===== src/rtl/control_unit.sv =====
`default_nettype none
// ============================================================================
// Module  : control_unit
// Brief   : Hardwired Moore control sequencer for the 32-bit CPU datapath.
//           Define CU_INSTR_COUNT_EN to add the instr_count retired counter.
// Revision: 1.0  initial release
// ============================================================================
module control_unit #(
    parameter int OPW = 5
) (
    input  logic        clk,
    input  logic        clear,
    input  logic [31:0] ir,
    input  logic        con,
    input  logic        stop,
`ifdef CU_INSTR_COUNT_EN
    output logic [31:0] instr_count,
`endif
    output logic        run,
    output logic        PCout, MDRout, Zhighout, Zlowout, HIout, LOout, Inportout, Cout, BAout,
    output logic        PCin, IRin, MARin, Yin, Zin, MDRin, HIin, LOin, CONin, OutPort,
    output logic        Gra, Grb, Grc, Rin, Rout,
    output logic        read, write,
    output logic        AND, OR, ADD, SUB, MUL, DIV, SHR, SHL, ROR, ROL, NEG, NOT, IncPC
);

    localparam logic [OPW-1:0] c_op_ld   = OPW'(0),  c_op_ldi  = OPW'(1),  c_op_st   = OPW'(2);
    localparam logic [OPW-1:0] c_op_add  = OPW'(3),  c_op_sub  = OPW'(4),  c_op_shr  = OPW'(5);
    localparam logic [OPW-1:0] c_op_shl  = OPW'(6),  c_op_ror  = OPW'(7),  c_op_rol  = OPW'(8);
    localparam logic [OPW-1:0] c_op_and  = OPW'(9),  c_op_or   = OPW'(10), c_op_addi = OPW'(11);
    localparam logic [OPW-1:0] c_op_andi = OPW'(12), c_op_ori  = OPW'(13), c_op_mul  = OPW'(14);
    localparam logic [OPW-1:0] c_op_div  = OPW'(15), c_op_neg  = OPW'(16), c_op_not  = OPW'(17);
    localparam logic [OPW-1:0] c_op_br   = OPW'(18), c_op_jr   = OPW'(19), c_op_jal  = OPW'(20);
    localparam logic [OPW-1:0] c_op_in   = OPW'(21), c_op_out  = OPW'(22), c_op_mfhi = OPW'(23);
    localparam logic [OPW-1:0] c_op_mflo = OPW'(24), c_op_halt = OPW'(26);

    typedef enum logic [3:0] {
        S_RST, S_F0, S_F1, S_F2, S_T3, S_T4, S_T5, S_T6, S_T7, S_HALT
    } state_t;

    state_t         r_state;
    state_t         w_last;
    state_t         w_step_next;
    logic [OPW-1:0] w_op;
    logic           w_alu3;
    logic           w_unused_ir;

    assign w_op        = ir[31 -: OPW];
    assign w_unused_ir = ^ir[31-OPW:0];
    assign w_alu3      = (w_op >= c_op_add) && (w_op <= c_op_or);

    // Final execute step of each opcode; anything unlisted is a single-step no-op.
    always_comb begin
        w_last = S_T3;
        case (w_op)
            c_op_ld, c_op_st:                                   w_last = S_T7;
            c_op_ldi, c_op_add, c_op_sub, c_op_shr, c_op_shl,
            c_op_ror, c_op_rol, c_op_and, c_op_or,
            c_op_addi, c_op_andi, c_op_ori:                     w_last = S_T5;
            c_op_mul, c_op_div, c_op_br:                        w_last = S_T6;
            c_op_neg, c_op_not, c_op_jal:                       w_last = S_T4;
            default:                                            w_last = S_T3;
        endcase
    end

    always_comb begin
        w_step_next = S_F0;
        case (r_state)
            S_T3:    w_step_next = S_T4;
            S_T4:    w_step_next = S_T5;
            S_T5:    w_step_next = S_T6;
            S_T6:    w_step_next = S_T7;
            default: w_step_next = S_F0;
        endcase
    end

    // stop is honoured only at the instruction boundary.
    always_ff @(posedge clk or negedge clear) begin
        if (!clear) begin
            r_state <= S_RST;
        end else begin
            case (r_state)
                S_RST:  r_state <= S_F0;
                S_F0:   r_state <= S_F1;
                S_F1:   r_state <= S_F2;
                S_F2:   r_state <= (w_op == c_op_halt) ? S_HALT : S_T3;
                S_HALT: r_state <= S_HALT;
                S_T3, S_T4, S_T5, S_T6, S_T7: begin
                    if (r_state == w_last) r_state <= stop ? S_HALT : S_F0;
                    else                   r_state <= w_step_next;
                end
                default: r_state <= S_RST;
            endcase
        end
    end

`ifdef CU_INSTR_COUNT_EN
    logic [31:0] r_instr_count;
    logic        w_done;

    assign w_done      = (r_state == w_last);
    assign instr_count = r_instr_count;

    always_ff @(posedge clk or negedge clear) begin
        if (!clear)      r_instr_count <= '0;
        else if (w_done) r_instr_count <= r_instr_count + 32'd1;
    end
`endif

    always_comb begin
        run   = (r_state != S_RST) && (r_state != S_HALT);
        PCout = 1'b0; MDRout = 1'b0; Zhighout = 1'b0; Zlowout = 1'b0; HIout = 1'b0;
        LOout = 1'b0; Inportout = 1'b0; Cout = 1'b0; BAout = 1'b0;
        PCin  = 1'b0; IRin = 1'b0; MARin = 1'b0; Yin = 1'b0; Zin = 1'b0; MDRin = 1'b0;
        HIin  = 1'b0; LOin = 1'b0; CONin = 1'b0; OutPort = 1'b0;
        Gra   = 1'b0; Grb = 1'b0; Grc = 1'b0; Rin = 1'b0; Rout = 1'b0;
        read  = 1'b0; write = 1'b0;
        AND   = 1'b0; OR = 1'b0; ADD = 1'b0; SUB = 1'b0; MUL = 1'b0; DIV = 1'b0;
        SHR   = 1'b0; SHL = 1'b0; ROR = 1'b0; ROL = 1'b0; NEG = 1'b0; NOT = 1'b0; IncPC = 1'b0;
        case (r_state)
            S_F0: begin PCout = 1'b1; MARin = 1'b1; IncPC = 1'b1; Zin = 1'b1; end
            S_F1: begin Zlowout = 1'b1; PCin = 1'b1; read = 1'b1; MDRin = 1'b1; end
            S_F2: begin MDRout = 1'b1; IRin = 1'b1; end
            S_T3: begin
                case (w_op)
                    c_op_ld, c_op_ldi, c_op_st: begin Grb = 1'b1; BAout = 1'b1; Yin = 1'b1; end
                    c_op_add, c_op_sub, c_op_shr, c_op_shl, c_op_ror, c_op_rol, c_op_and,
                    c_op_or, c_op_addi, c_op_andi, c_op_ori: begin
                        Grb = 1'b1; Rout = 1'b1; Yin = 1'b1;
                    end
                    c_op_mul, c_op_div: begin Gra = 1'b1; Rout = 1'b1; Yin = 1'b1; end
                    c_op_neg, c_op_not: begin
                        Grb = 1'b1; Rout = 1'b1; Zin = 1'b1;
                        NEG = (w_op == c_op_neg); NOT = (w_op == c_op_not);
                    end
                    c_op_br:   begin Gra = 1'b1; Rout = 1'b1; CONin = 1'b1; end
                    c_op_jr:   begin Gra = 1'b1; Rout = 1'b1; PCin = 1'b1; end
                    c_op_jal:  begin PCout = 1'b1; Grb = 1'b1; Rin = 1'b1; end
                    c_op_in:   begin Inportout = 1'b1; Gra = 1'b1; Rin = 1'b1; end
                    c_op_out:  begin Gra = 1'b1; Rout = 1'b1; OutPort = 1'b1; end
                    c_op_mfhi: begin HIout = 1'b1; Gra = 1'b1; Rin = 1'b1; end
                    c_op_mflo: begin LOout = 1'b1; Gra = 1'b1; Rin = 1'b1; end
                    default: ;
                endcase
            end
            S_T4: begin
                if (w_alu3) begin
                    Grc = 1'b1; Rout = 1'b1; Zin = 1'b1;
                    ADD = (w_op == c_op_add); SUB = (w_op == c_op_sub);
                    SHR = (w_op == c_op_shr); SHL = (w_op == c_op_shl);
                    ROR = (w_op == c_op_ror); ROL = (w_op == c_op_rol);
                    AND = (w_op == c_op_and); OR  = (w_op == c_op_or);
                end else begin
                    case (w_op)
                        c_op_ld, c_op_ldi, c_op_st: begin Cout = 1'b1; ADD = 1'b1; Zin = 1'b1; end
                        c_op_addi, c_op_andi, c_op_ori: begin
                            Cout = 1'b1; Zin = 1'b1;
                            ADD = (w_op == c_op_addi); AND = (w_op == c_op_andi); OR = (w_op == c_op_ori);
                        end
                        c_op_mul, c_op_div: begin
                            Grb = 1'b1; Rout = 1'b1; Zin = 1'b1;
                            MUL = (w_op == c_op_mul); DIV = (w_op == c_op_div);
                        end
                        c_op_neg, c_op_not: begin Zlowout = 1'b1; Gra = 1'b1; Rin = 1'b1; end
                        c_op_br:  begin PCout = 1'b1; Yin = 1'b1; end
                        c_op_jal: begin Gra = 1'b1; Rout = 1'b1; PCin = 1'b1; end
                        default: ;
                    endcase
                end
            end
            S_T5: begin
                if (w_op == c_op_ld || w_op == c_op_st) begin
                    Zlowout = 1'b1; MARin = 1'b1;
                end else if (w_op == c_op_ldi || w_alu3 || w_op == c_op_addi ||
                             w_op == c_op_andi || w_op == c_op_ori) begin
                    Zlowout = 1'b1; Gra = 1'b1; Rin = 1'b1;
                end else if (w_op == c_op_mul || w_op == c_op_div) begin
                    Zlowout = 1'b1; LOin = 1'b1;
                end else if (w_op == c_op_br) begin
                    Cout = 1'b1; ADD = 1'b1; Zin = 1'b1;
                end
            end
            S_T6: begin
                case (w_op)
                    c_op_ld:            begin read = 1'b1; MDRin = 1'b1; end
                    c_op_st:            begin Gra = 1'b1; Rout = 1'b1; MDRin = 1'b1; end
                    c_op_mul, c_op_div: begin Zhighout = 1'b1; HIin = 1'b1; end
                    c_op_br:            begin Zlowout = con; PCin = con; end
                    default: ;
                endcase
            end
            S_T7: begin
                if (w_op == c_op_ld)      begin MDRout = 1'b1; Gra = 1'b1; Rin = 1'b1; end
                else if (w_op == c_op_st) write = 1'b1;
            end
            default: ;
        endcase
    end

endmodule
`default_nettype wire


===== config.mk =====
export PLATFORM = sky130hd
export DESIGN_NAME = control_unit
export DESIGN_NICKNAME = d
export VERILOG_FILES = /design/src/rtl/control_unit.sv
export SDC_FILE = /design/constraint.sdc
export NUM_CORES = 1
export LEC_CHECK = 0
export CAP_MARGIN = 10
export CORE_MARGIN = 2
export CORE_UTILIZATION = 30
export CTS_BUF_LIST = sky130_fd_sc_hd__clkbuf_2
export DETAILED_ROUTE_END_ITERATION = 7
export PLACE_DENSITY = 0.74
export SYNTH_ARGS = -nofsm -noshare
export SYNTH_HDL_FRONTEND = slang
export SYNTH_SLANG_ARGS = --single-unit

===== constraint.sdc =====
create_clock -name clk -period 2.3 [get_ports clk]
set_input_delay 0.46 -clock clk [delete_from_list [all_inputs] [get_ports clk]]
set_output_delay 0.46 -clock clk [all_outputs]
set_load 0.01 [all_outputs]

==> flow_metrics.py <==
metrics = {
    "critical_path": {
        "endpoint_kind": "primary output",
        "crit_type": "register to primary output",
        "crit_fanout": 5,
        "crit_required_ns": 1.84,
        "start_kind": "register",
        "cp.arrival_ns": 1.84,
    },
    "clock_network": {
        "cts_tree": "yes",
        "clk_pin_slew_ns": 0.06,
        "cts_root_buf": "clkbuf_2",
        "cts-buffers-inserted": 3,
        "htreeDepth": 1,
        "cts.sinks": 4,
        "clock_latency_ns": 0.22,
        "cts_hold_buf": 0,
        "cts_buffer_depth": 2,
    },
    "timing": {
        "setup_viol": 1,
        "rsz0062_at_grt": "true",
        "hold_ws_ns": 0.438,
        "slew_headroom_pct": 82.1,
        "min_period_ns": 2.30,
        "skew_ns": 0.0102,
        "max_freq_ghz": 0.435,
        "hold_violations": 0,
        "setup_slack_ns": -0.000671,
        "worst_pin_slew_ns": 0.267,
        "finalMaxSlewViolations": 0,
        "finalCritPeriodShare_pct": 100,
    },
    "pwr": {
        "irDropWorstVdd_v": 0.000310,
        "power_mw": 1.44,
        "powerDensity_mw_per_mm2": 729,
        "p_leak_nw": 0.938,
    },
    "grt": {
        "grt_util_all_layers_pct": 23.1,
        "grt_pass1_vias": 1460,
        "grt_pass1_wl_um": 6480,
        "antenna_found_initial": 0,
        "grt_max_degree": 16,
        "grt.overflow.total": 0,
    },
    "layout": {
        "regArea_um2": 100,
        "multi_input_area_um2": 935,
        "biggestRegsByFlops": "r_state: 4 flops",
        "drive_gt1_share_pct": 44.7,
        "diodes": 0,
        "layout-area-overhead-vs-synth_pct": 103,
        "nets": 293,
        "fill_cells": 275,
        "fin_area_mm2": 0.00197,
        "regMostFlops": "r_state",
        "largest_register_ffs": 4,
    },
    "floorplanning": {
        "initial_utilization_pct": 31.6,
        "die_x_um": 61.0,
        "dieHeight_um": 61.0,
        "core_mm2": 0.00308,
        "ioPinCount": 76,
        "std_cell_rows": 20,
        "dieArea_mm2": 0.00372,
    },
    "route": {
        "wl_um": 4200,
        "drtPass1Iterations": 4,
        "vias": 1547,
        "wire_per_inst_um": 14.1,
        "first_iter_violations": 76,
        "vias_per_cell": 5.17,
        "post-route-drc-count": 0,
        "route.antenna.remaining_nets": 0,
    },
    "placement": {
        "place_congestion": 0.916,
        "hpwlAfterDp_um": 3070,
        "place.port_buffers": 48,
        "dpl_cell_area_mm2": 0.00183,
        "pre_cts_ws_ns": -0.698,
    },
    "yosys": {
        "synthFlopType": "dfrtp_1",
        "synth_warnings": 0,
        "synth-edff-count": 0,
        "syn_area_um2": 973,
        "async_reset_ff_share_pct": 100,
        "syn_nets": 196,
        "ys_seq_area_share_pct": 10.3,
        "avgSynthCellArea_um2": 6.08,
        "yosysUniqueCellTypes": 45,
        "synth-seq-cells": 4,
        "synthCells": 160,
    },
    "status": {
        "status": "complete, but fails checks",
        "violations": "setup timing",
    },
    "min_path": {
        "worstHoldPathType": "input pin to async pin",
    },
    "job": {
        "drv_cap": 0,
    },
}
[metrics by stage]
| step | setup TNS (ns) | util (%) | cells |
|---|---|---|---|
| finish | -0.000671 | 64.1 | 299 |
| global route | -0.180 | 64.1 | 299 |
| CTS | -0.185 | 62.9 | 299 |
| detailed placement | -17.09 | 59.5 | 289 |
| global placement | -15.73 | 59.5 | 289 |
| floorplan | 0 | - | 160 |
[critical path, cell delays in order (launching register included)]
cell	delay, ns
dfrtp_1	0.42
nand2b_4	0.17
buf_6	0.12
or3_4	0.38
nor2_4	0.13
buf_6	0.11
a32oi_1	0.08
o21ai_1	0.07
buf_2	0.14
[path summary, 6_finish.rpt]
check                           startpoint    endpoint  slack [ns]  depth (start not counted)
max in group asynchronous            clear  r_state[2]        1.68                          1
worst max register to register  r_state[3]  r_state[3]        0.50                          6
worst max-delay path            r_state[3]        PCin     -0.0007                          8
worst min register to register  r_state[3]  r_state[1]        0.66                          2
min in group clk                r_state[3]  r_state[1]        0.66                          2
worst min-delay path                 clear  r_state[1]        0.44                          1
[where the power goes]
group	leakage, nW	internal, mW	total, mW	switching [mW]
logic	0.876	0.635	1.23	0.595
registers	0.0497	0.107	0.138	0.0310
clock network	0.0125	0.0352	0.0700	0.0349
total	0.938	0.777	1.44	0.661
[cells in the final DEF, fill, tap and decap left out, drive strengths merged, types with 4 or more instances in the layout]
| master | count |
|---|---|
| a21oi | 10 |
| o21ai | 11 |
| and3 | 4 |
| dlygate4sd2 | 18 |
| or3 | 4 |
| clkbuf | 9 |
| nand2 | 14 |
| dfrtp | 4 |
| buf | 67 |
| nand2b | 8 |
| nor3 | 9 |
| clkdlybuf4s50 | 4 |
| nor2 | 31 |
| clkdlybuf4s15 | 10 |
[cell usage after synthesis (all sizes together), types with 4 or more instances]
master	instances	area, um2
or3	4	25.0
buf	6	30.0
nand2	14	52.6
dfrtp	4	100
a21oi	10	50.1
nor2	31	116
and3	4	25.0
o21ai	11	55.1
nor3	9	50.1
clkbuf	8	30.0
nand2b	8	50.1
[final cells by class]
| class | instances | share of cell area (%) |
|---|---|---|
| sequential | 4 | 5.07 |
| tap | 44 | 2.79 |
| multi-input combinational | 139 | 47.4 |
| timing repair buffer | 106 | 43.4 |
| clock buffer | 3 | 0.761 |
| inverter | 3 | 0.571 |
[metal layers]
metal,part of all wire [%],track usage [%],wire length (um)
met1,42,30.6,1760
met2,49,39.0,2060
met3,7.1,1.92,297
met4,2.1,9.01,88
met5,0,0,0
[repair_timing]
item	CTS	global route
resized for setup	101	37
endpoints found under the setup margin	39	25
buffers inserted	7	1
endpoints found under the hold margin	0	0
pin swaps	3	3
[logic make-up (layout without fill, tap and decap cells)]
logic type / Yosys count / after routing / synth area share, %
and+or+nand+nor: 91 / 91 / 47.4
AOI/OAI and AO/OA: 40 / 40 / 27.0
buffers and inverters: 17 / 112 / 7.33
xor gates and xnor gates: 5 / 5 / 4.50
DFF: 4 / 4 / 10.3
muxes: 2 / 2 / 2.31
adders and majority gates: 1 / 1 / 1.16
Power figures use the tool's default switching activity.
